**src/rtl/mips_pkg.sv**
```systemverilog
// Shared MIPS pipeline definitions: opcodes, ALUOp encodings and the IF/ID
// register layout used by the fetch stage.
package mips_pkg;

   localparam logic [5:0]  OP_RTYPE  = 6'b000000;
   localparam logic [5:0]  OP_LW     = 6'b100011;
   localparam logic [5:0]  OP_SW     = 6'b101011;
   localparam logic [5:0]  OP_BEQ    = 6'b000100;

   // sll $0,$0,0 -- also what a flushed IF/ID slot presents downstream.
   localparam logic [31:0] NOP_INSTR = 32'h0000_0000;

   typedef enum logic [1:0] {
      ALUOP_ADD   = 2'b00,
      ALUOP_SUB   = 2'b01,
      ALUOP_FUNCT = 2'b10
   } alu_op_e;

   typedef enum logic [1:0] {
      FETCH_ADVANCE,
      FETCH_HOLD,
      FETCH_REDIRECT
   } fetch_sel_e;

   typedef struct packed {
      logic [31:0] instr;
      logic [31:0] pc4;
      logic        valid;
   } if_id_t;

   localparam if_id_t IF_ID_BUBBLE = '{instr: NOP_INSTR, pc4: 32'h0, valid: 1'b0};

endpackage : mips_pkg

```
**src/rtl/instr_fetch_stage_if.sv**
```systemverilog
// Control, loader and IF/ID signals between the fetch stage and the rest of
// the pipeline (master = pipeline/loader side, slave = fetch stage).
interface instr_fetch_stage_if #(
   parameter int IMEM_DEPTH = 64
);
   localparam int AW = $clog2(IMEM_DEPTH);

   logic          stall;
   logic          branch_taken;
   logic [31:0]   branch_target;
   logic          imem_we;
   logic [AW-1:0] imem_waddr;
   logic [31:0]   imem_wdata;

   logic [31:0]   pc_out;
   logic [31:0]   if_id_instr;
   logic [5:0]    if_id_op;
   logic [31:0]   if_id_pc4;
   logic          if_id_valid;

   modport master (
      output stall, branch_taken, branch_target, imem_we, imem_waddr, imem_wdata,
      input  pc_out, if_id_instr, if_id_op, if_id_pc4, if_id_valid
   );

   modport slave (
      input  stall, branch_taken, branch_target, imem_we, imem_waddr, imem_wdata,
      output pc_out, if_id_instr, if_id_op, if_id_pc4, if_id_valid
   );

endinterface : instr_fetch_stage_if

```
**src/rtl/instr_mem.sv**
```systemverilog
// Word-addressed instruction memory: one synchronous write port for the
// program loader, one combinational read port for fetch.
module instr_mem #(
   parameter int DEPTH = 64,
   parameter int AW    = $clog2(DEPTH)
) (
   input  logic          clk,
   input  logic          we,
   input  logic [AW-1:0] waddr,
   input  logic [31:0]   wdata,
   input  logic [AW-1:0] raddr,
   output logic [31:0]   rdata
);

   logic [31:0] mem [DEPTH];

   // NOTE: the array has no reset -- program contents must survive rst_n, and
   // clearing a RAM on reset would also stop it mapping onto memory macros.
   always_ff @(posedge clk) begin
      if (we) begin
         mem[waddr] <= wdata;
      end
   end

   // Read sees the pre-edge contents, so a same-cycle write is visible next cycle.
   assign rdata = mem[raddr];

endmodule : instr_mem

```
**src/rtl/instr_fetch_stage.sv**
```systemverilog
// MIPS IF stage: PC register, instruction memory and the IF/ID pipeline
// register, with branch redirect (highest priority) and load-use stall.
module instr_fetch_stage
   import mips_pkg::*;
#(
   parameter int          IMEM_DEPTH = 64,
   parameter logic [31:0] RESET_PC   = 32'h0000_0000
) (
   input  logic                clk,
   input  logic                rst_n,
   instr_fetch_stage_if.slave  bus
);

   localparam int AW = $clog2(IMEM_DEPTH);

   logic [31:0] pc_q, pc_d;
   logic [31:0] pc_plus4;
   logic [31:0] fetch_word;
   if_id_t      if_id_q, if_id_d;
   fetch_sel_e  sel;

   assign pc_plus4 = pc_q + 32'd4;

   instr_mem #(
      .DEPTH (IMEM_DEPTH)
   ) u_imem (
      .clk   (clk),
      .we    (bus.imem_we),
      .waddr (bus.imem_waddr),
      .wdata (bus.imem_wdata),
      .raddr (pc_q[AW+1:2]),
      .rdata (fetch_word)
   );

   // NOTE: every always_comb output gets a default first, so no path leaves a
   // signal unassigned and no latch is inferred.
   always_comb begin
      sel = FETCH_ADVANCE;
      if (bus.branch_taken) begin
         sel = FETCH_REDIRECT;
      end else if (bus.stall) begin
         sel = FETCH_HOLD;
      end
   end

   always_comb begin
      pc_d    = pc_q;
      if_id_d = if_id_q;
      unique case (sel)
         FETCH_REDIRECT: begin
            pc_d    = bus.branch_target & ~32'h3;
            if_id_d = IF_ID_BUBBLE;
         end
         FETCH_HOLD: begin
            pc_d    = pc_q;
            if_id_d = if_id_q;
         end
         default: begin
            pc_d          = pc_plus4;
            if_id_d.instr = fetch_word;
            if_id_d.pc4   = pc_plus4;
            if_id_d.valid = 1'b1;
         end
      endcase
   end

   // NOTE: sequential state uses non-blocking assignments so every flop samples
   // its pre-edge inputs regardless of statement order.
   always_ff @(posedge clk or negedge rst_n) begin
      if (!rst_n) begin
         pc_q    <= RESET_PC;
         if_id_q <= IF_ID_BUBBLE;
      end else begin
         pc_q    <= pc_d;
         if_id_q <= if_id_d;
      end
   end

   assign bus.pc_out      = pc_q;
   assign bus.if_id_instr = if_id_q.instr;
   assign bus.if_id_op    = if_id_q.instr[31:26];
   assign bus.if_id_pc4   = if_id_q.pc4;
   assign bus.if_id_valid = if_id_q.valid;

endmodule : instr_fetch_stage

```
**src/flat_wrapper.sv**
```systemverilog
// flat-port wrapper written by rule: the top's interface ports become plain ports
module instr_fetch_stage_flat import mips_pkg::*;
#(
   parameter int          IMEM_DEPTH = 64,
   parameter logic [31:0] RESET_PC   = 32'h0000_0000
)
  (clk, rst_n, bus_stall, bus_branch_taken, bus_branch_target, bus_imem_we, bus_imem_waddr, bus_imem_wdata, bus_pc_out, bus_if_id_instr, bus_if_id_op, bus_if_id_pc4, bus_if_id_valid);
  instr_fetch_stage_if #(.IMEM_DEPTH(IMEM_DEPTH)) bus_i ();
  input  logic clk;
  input  logic rst_n;
  input wire logic [$bits(bus_i.stall)-1:0] bus_stall;
  input wire logic [$bits(bus_i.branch_taken)-1:0] bus_branch_taken;
  input wire logic [$bits(bus_i.branch_target)-1:0] bus_branch_target;
  input wire logic [$bits(bus_i.imem_we)-1:0] bus_imem_we;
  input wire logic [$bits(bus_i.imem_waddr)-1:0] bus_imem_waddr;
  input wire logic [$bits(bus_i.imem_wdata)-1:0] bus_imem_wdata;
  output wire logic [$bits(bus_i.pc_out)-1:0] bus_pc_out;
  output wire logic [$bits(bus_i.if_id_instr)-1:0] bus_if_id_instr;
  output wire logic [$bits(bus_i.if_id_op)-1:0] bus_if_id_op;
  output wire logic [$bits(bus_i.if_id_pc4)-1:0] bus_if_id_pc4;
  output wire logic [$bits(bus_i.if_id_valid)-1:0] bus_if_id_valid;
  assign bus_i.stall = bus_stall;
  assign bus_i.branch_taken = bus_branch_taken;
  assign bus_i.branch_target = bus_branch_target;
  assign bus_i.imem_we = bus_imem_we;
  assign bus_i.imem_waddr = bus_imem_waddr;
  assign bus_i.imem_wdata = bus_imem_wdata;
  assign bus_pc_out = bus_i.pc_out;
  assign bus_if_id_instr = bus_i.if_id_instr;
  assign bus_if_id_op = bus_i.if_id_op;
  assign bus_if_id_pc4 = bus_i.if_id_pc4;
  assign bus_if_id_valid = bus_i.if_id_valid;
  instr_fetch_stage #(.IMEM_DEPTH(IMEM_DEPTH), .RESET_PC(RESET_PC)) u_core (.clk(clk), .rst_n(rst_n), .bus(bus_i));
endmodule
```
**config.mk**
```make
export PLATFORM = sky130hd
export DESIGN_NAME = instr_fetch_stage_flat
export DESIGN_NICKNAME = d
export VERILOG_FILES = /design/src/rtl/mips_pkg.sv /design/src/rtl/instr_fetch_stage_if.sv /design/src/rtl/instr_mem.sv /design/src/rtl/instr_fetch_stage.sv /design/src/flat_wrapper.sv
export SDC_FILE = /design/constraint.sdc
export NUM_CORES = 2
export LEC_CHECK = 0
export CAP_MARGIN = 30
export CORE_AREA = 2 2 579 581
export CTS_BUF_LIST = sky130_fd_sc_hd__clkbuf_4 sky130_fd_sc_hd__clkbuf_8 sky130_fd_sc_hd__clkbuf_16
export CTS_CLUSTER_SIZE = 28
export DETAILED_ROUTE_END_ITERATION = 10
export DIE_AREA = 0 0 581 583
export PLACE_DENSITY = 0.51
export SLEW_MARGIN = 10
export SYNTH_ARGS = -nofsm -noshare
export SYNTH_HDL_FRONTEND = slang
export SYNTH_SLANG_ARGS = --single-unit
export TNS_END_PERCENT = 100
```
**constraint.sdc**
```tcl
create_clock -name clk -period 2 [get_ports clk]
set_input_delay 0.5 -clock clk [delete_from_list [all_inputs] [get_ports clk]]
set_output_delay 0.5 -clock clk [all_outputs]
set_load 0.05 [all_outputs]
```
Yosys cells after proc, flatten, opt, wreduce, memory -nomap -nowiden

Memory sizes are Yosys's and may differ from the RTL's.
Cells that the tools add are included.

Flip-flop bits (word level): 97
Bits in latches: 0
Bits in writable memories: 2,048
ROM bits: 0
Input port bits: 75
Output and inout bits: 103
Word-level logic and storage cells: 14
Memories kept: 1

Add/sub/neg operators: 1
$mul: 0
Div/mod/pow operators: 0
Order comparisons: 0
Eq/ne operators: 2
Shift-type cells: 0
Muxes and demuxes: 6
Bitwise operators: 0
Reduce and logical (&&, ||, !) cells: 0

Memories:

| name              | depth | width | rd ports | clocked after memory_dff | write ports | RTL line        | text |
|---|---|---|---|---|---|---|---|
| u_core.u_imem.mem | 64    | 32    | 1        | 0                        | 1           | instr_mem.sv:15 | `logic [31:0] mem [DEPTH];` |

Operator list:

| kind                    | number |
|---|---|
| $pmux W65 S2            | 1 |
| $pmux W32 S2            | 1 |
| $add A32 B3 Y32 const B | 1 |
| $mux W1                 | 3 |
| $eq A2 B1 Y1 const B    | 1 |
| $eq A2 B2 Y1 const B    | 1 |
| $mux W2                 | 1 |

Depth between registers and ports, before layout

Word-level depth: 4
Mapped depth: 10
Mapped depth without buffers: 6

By module

Synthesis repeated with hierarchy kept, for this count alone.

Cells, all modules: 3,809
Area, all modules: 82,734.3 um2

By module, submodules not included:

| module            | instances | cells an instance | area an instance (um2) | seq. area each (um2) |
|---|---|---|---|---|
| instr_mem         | 1         | 3,292             | 77,874.7               | 61,499.0 |
| instr_fetch_stage | 1         | 517               | 4,859.7                | 2,352.3 |

Worst setup path after synthesis

Ideal clock, no wire load.

Path kind: in2reg
From: input bus_imem_waddr[3]
To: memory u_core.u_imem.mem[48][0] (enable)
Setup time: 0.461 ns
Arrival time: 3.224 ns
Required time: 1.539 ns
Path slack: -1.685 ns
Stages: 4
Path buffers: 1
Cell sequence: clkbuf_1 nor2b_1 nand4b_1 nor3_1

RTL lines:

| what        | RTL line           | text |
|---|---|---|
| from (decl) | flat_wrapper.sv:15 | `input wire logic [$bits(bus_i.imem_waddr)-1:0] bus_imem_waddr;` |
| to (decl)   | instr_mem.sv:15    |  |

No word-level cell before the write port.

Final worst setup path

From: register u_core.pc_q[2] (netlist: u_core.bus.pc_out[2])
To: register u_core.if_id_q (netlist bit u_core.bus.if_id_instr[23])

Longest elaborated chain between the ends: 2

Ends and longest elaborated chain:

| what                   | RTL line                | text |
|---|---|---|
| from (decl)            | instr_fetch_stage.sv:16 | `logic [31:0] pc_q, pc_d;` |
| from (signal assigned) | instr_fetch_stage.sv:74 | `pc_q <= pc_d;` |
| $mem_v2 Z64 W32        | -                       |  |
| $pmux W65 S2           | instr_fetch_stage.sv:49 | `unique case (sel)` |
| to (signal assigned)   | instr_fetch_stage.sv:75 | `if_id_q <= if_id_d;` |
| to (decl)              | instr_fetch_stage.sv:19 | `if_id_t if_id_q, if_id_d;` |

Every way passes these cells.
A chain may end at the register's enable or synchronous reset.

==> summary.txt <==
Placed design
  • Half-perimeter wire length after placement: about 150000 µm
  • Post-place setup slack: -1.211 ns
  • Count of input and output buffers: between 150 and 200
  • Weighted congestion at the end of routability-driven global placement: a little under 0.8
  • Instance area at placement: ~97000 µm²

Final layout
  • Commonest non-fill, non-tap cell in the layout: sky130_fd_sc_hd__edfxtp_1
  • Layout cell share with drive strength beyond 1: ~44%
  • Post-Layout Inst Area: approximately 110000 µm²
  • Relative area change from synthesis to final layout: 30.29%
  • Commonest cells after routing, fill and taps aside: sky130_fd_sc_hd__edfxtp_1, sky130_fd_sc_hd__mux4_2, sky130_fd_sc_hd__buf_4, sky130_fd_sc_hd__buf_12, sky130_fd_sc_hd__clkbuf_16
  • Final layout net count: just under 5000
  • Fillcell total: between 30000 and 40000

Yosys
  • Unique masters post-synth: 70
  • Synth async-reset ratio: 4.388%
  • Post-Synthesis Cells: roughly 3900
  • Count of flip-flops with a built-in enable after synthesis: between 2000 and 2500
  • Number of warnings printed during yosys synthesis: 0
  • Synth Cell Area: roughly 83000 µm²
  • Mean Syn Cell Area: about 21 µm²
  • Area share of the largest cell type after synthesis: about three quarters
  • Commonest register cell after synthesis: sky130_fd_sc_hd__edfxtp_1
  • Share of synthesized area occupied by flip-flops and latches: 77.21%
  • Post-synth top area cell: sky130_fd_sc_hd__edfxtp_1
  • Number of flip-flops and latches in the synthesized netlist: between 2000 and 2500
  • Leading cell types by total area after synthesis: sky130_fd_sc_hd__edfxtp_1, sky130_fd_sc_hd__mux4_2, sky130_fd_sc_hd__dfrtp_1

Job
  • Max-cap violation count: 0

Die
  • I/O pin count: between 150 and 200
  • Site row count: about 210
  • Floorplan core area: around 330000 µm²
  • Starting density of the core: roughly a quarter
  • Die footprint: roughly 340000 µm²
  • Die Y-Extent: approximately 600 µm
  • DIE WIDTH: a little under 600 µm

STA
  • Slew Viols, Final: 0
  • Achievable clock frequency: a little under 400 MHz
  • Worst max-slew margin expressed relative to the limit: about two fifths
  • Crit path time final: about 2.5 ns
  • Share of the cycle needed by the critical path after routing: 126.9%
  • Number of endpoints failing setup at the final stage: 110
  • Setup repair after global routing missed its margin: true
  • Transition at the pin with the smallest max-transition slack: slightly above 0.9 ns
  • Worst Slack Setup Final: -0.5385 ns
  • Worst hold slack after final layout: approximately 0.085 ns
  • Hold Fails Final Rpt: 0
  • Setup clock skew after layout: 0.03178 ns

Global routing
  • Overflow after GRT: 0
  • Number of antenna violations at the first check in global routing: 22
  • Vias in the first global route: between 40000 and 50000
  • First-pass GRT wire length: 341600 µm
  • Overall fraction of global-route tracks in use: 14.05%
  • Pin count of the biggest net entering global routing: 65

Routing
  • Total vias in the final route: roughly 44000
  • Final WL: 243600 µm
  • Avg Vias per Cell: approximately 4.6
  • Residual antenna-violating net count after detailed routing: 0
  • DRC violations left: 0
  • Number of detailed-route iterations in the first pass: 6
  • Violation count after the first detailed-routing iteration: roughly 4500
  • Wire length per cell after detailed routing: 25.97 µm

Setup path
  • Kind of capture point of the worst setup path: register
  • Cell-by-cell trace of the critical path: buf_16 -> buf_16 -> buf_16 -> mux4_2 -> mux2_4 -> o211ai_1 -> o311ai_1
  • Worst path slowest cell: sky130_fd_sc_hd__dfrtp_4
  • Worst Setup Path Type: register to register
  • Category of the worst setup path launch point: register
  • Data required time at the worst endpoint: approximately 2.7 ns
  • Data arrival, critical path: ~3.2 ns
  • Most common cell on crit path: sky130_fd_sc_hd__buf_16
  • Internal reg-to-reg setup slack: -0.54 ns
  • Worst r2r src: u_core.bus.pc_out[2]
  • Highest fanout seen on the critical path: 8
  • Slowest stage delay, CP: about 0.50 ns
  • Critical register-to-register path endpoint: u_core.bus.if_id_instr[23]
  • Number of cells on the worst reg-to-reg path: 7

Pwr
  • Int Pwr: approximately 79 mW
  • Pwr Density: approximately 960 nW/µm²
  • Switch Pwr: approximately 25 mW
  • Sequential Power Share: around half
  • Clk pwr share: about 39%
  • Comb pwr share: between 10% and 20%
  • P_leak: around 35 nW
  • IR Drop Worst-Case VDD: between 0.8 and 0.9 mV
  • Net switching share of the total power: 23.73%

CTS
  • Clock buffer count from CTS: 218
  • Maximum buffer depth of the clock tree: 3
  • Clock sinks: 2142
  • Root Driver: sky130_fd_sc_hd__clkbuf_16
  • Number of H-tree levels: 4
  • Clock transition at path regs: about 0.06 ns
  • CTS tree: yes
  • Clock latency of the later-clocked register in the worst-skew pair: roughly 0.86 ns

Min path
  • Worst Hold Path Cells: 1
  • Hold Path End: u_core.u_imem.mem[52][30]
  • Class of the worst hold path: primary input to register
  • Min-delay src: bus_imem_wdata[30]

Status
  • Violated checks: negative setup slack
  • Status: finished with violations
==> power by group through the flow <==
stage | clock, mW | combinational (mW) | sequential (mW)
after CTS | 41.6 | 12.8 | 50.1
after detailed placement | 0 | 11.4 | 51.1
after floorplan | 0 | 5.70 | 51.5
after global routing | 43.3 | 13.7 | 50.2
final | 40.7 | 13.0 | 50.2
after global placement | 0 | 11.3 | 51.1
==> flip-flops by register name, indices dropped and copies added (netlist names) <==
register and cells:
u_core.u_imem.mem 2048, u_core.bus.if_id_instr 32, u_core.bus.if_id_pc4 31, u_core.bus.pc_out 30, u_core.bus.if_id_valid 1
==> logic make-up after synthesis <==
group	synth area share, %
adder cells (fa/ha/maj)	0.01513
flip-flops	77.21
AO/OA/AOI/OAI	2.923
multiplexers	14.91
AND/OR/NAND/NOR	2.912
other	0.004534
buffers and inverters	1.549
XOR/XNOR	0.4766
==> Yosys cell counts (9+ instances only) <==
library cell,number
sky130_fd_sc_hd__edfxtp_1,2048
sky130_fd_sc_hd__mux4_2,480
sky130_fd_sc_hd__nand2_1,170
sky130_fd_sc_hd__nor2_1,140
sky130_fd_sc_hd__mux2_2,130
sky130_fd_sc_hd__o22ai_1,96
sky130_fd_sc_hd__dfrtp_1,94
sky130_fd_sc_hd__clkbuf_1,91
sky130_fd_sc_hd__buf_2,75
sky130_fd_sc_hd__nor3_1,42
sky130_fd_sc_hd__nand3_1,41
sky130_fd_sc_hd__a221oi_1,32
sky130_fd_sc_hd__o221ai_1,32
sky130_fd_sc_hd__xnor2_1,30
sky130_fd_sc_hd__a22o_1,29
sky130_fd_sc_hd__o31ai_1,29
sky130_fd_sc_hd__a22oi_1,28
sky130_fd_sc_hd__buf_4,27
sky130_fd_sc_hd__buf_1,21
sky130_fd_sc_hd__buf_6,21
sky130_fd_sc_hd__nand2b_1,16
sky130_fd_sc_hd__o21ai_0,16
sky130_fd_sc_hd__a211oi_1,15
sky130_fd_sc_hd__xor2_1,15
sky130_fd_sc_hd__a21oi_1,13
sky130_fd_sc_hd__nand4_1,12
sky130_fd_sc_hd__o21ai_1,10
sky130_fd_sc_hd__nor2b_1,9
sky130_fd_sc_hd__nor4_1,9
==> layout make-up <==
class	instances	area [µm²]	area share [%]
inverter	7	31.28	0.02903
multi-input combinational	1493	19580	18.17
clock inverter	119	1089	1.010
clock buffer	285	6090	5.652
timing repair buffer	939	11520	10.70
sequential	2142	63930	59.33
antenna	8	20.02	0.01858
tap	4387	5489	5.094
==> what timing repair did <==
item                                    4_1_cts  5_1_grt
endpoints found under the setup margin      167      137
hold buffers                                  1        0
buffers inserted                            114       39
endpoints found under the hold margin        44        0
pin swaps                                    78       68
cloned                                       11        5
gates resized for setup                     351      122
==> per-layer routing <==
| layer | GRT usage [%] | part of all wire [%] | routed length (µm) |
|---|---|---|---|
| met5 | 0 | 0.026 | 63 |
| met4 | 3.602 | 2.3 | 5497 |
| met3 | 2.615 | 5.9 | 14490 |
| met2 | 23.42 | 49 | 119200 |
| met1 | 18.79 | 43 | 104400 |
==> per-stage QoR <==
step	setup TNS [ns]	cells	utilization, %	power [mW]
3_3_place_gp	-1039.20	8816	29.14	62.39
6_report	-24.70	9380	32.42	103.9
2_1_floorplan	-350.75	3879	-	57.21
4_1_cts	-30.12	9339	32.15	104.5
3_5_place_dp	-1047.58	8816	29.14	62.44
5_1_grt	-33.52	9376	32.42	107.2
==> critical path, delay by kind of cell (launching register included) <==
kind | cells | cell delay [ns]
AOI/OAI and AO/OA | 2 | 0.57
buffers and inverters | 3 | 0.51
muxes | 2 | 0.78
DFF | 1 | 0.50
==> worst max path at each step <==
stage                                    start                         end  slack [ns]
after global routing      u_core.bus.pc_out[2]  u_core.bus.if_id_instr[15]       -0.60
after global placement    u_core.bus.pc_out[2]   u_core.bus.if_id_instr[1]       -1.20
after floorplan              bus_imem_waddr[3]    u_core.u_imem.mem[53][0]       -0.38
final                     u_core.bus.pc_out[2]  u_core.bus.if_id_instr[23]       -0.54
after detailed placement  u_core.bus.pc_out[2]   u_core.bus.if_id_instr[1]       -1.21
after CTS                 u_core.bus.pc_out[2]               bus_pc_out[2]       -0.57
Power figures use the tool's default switching activity.
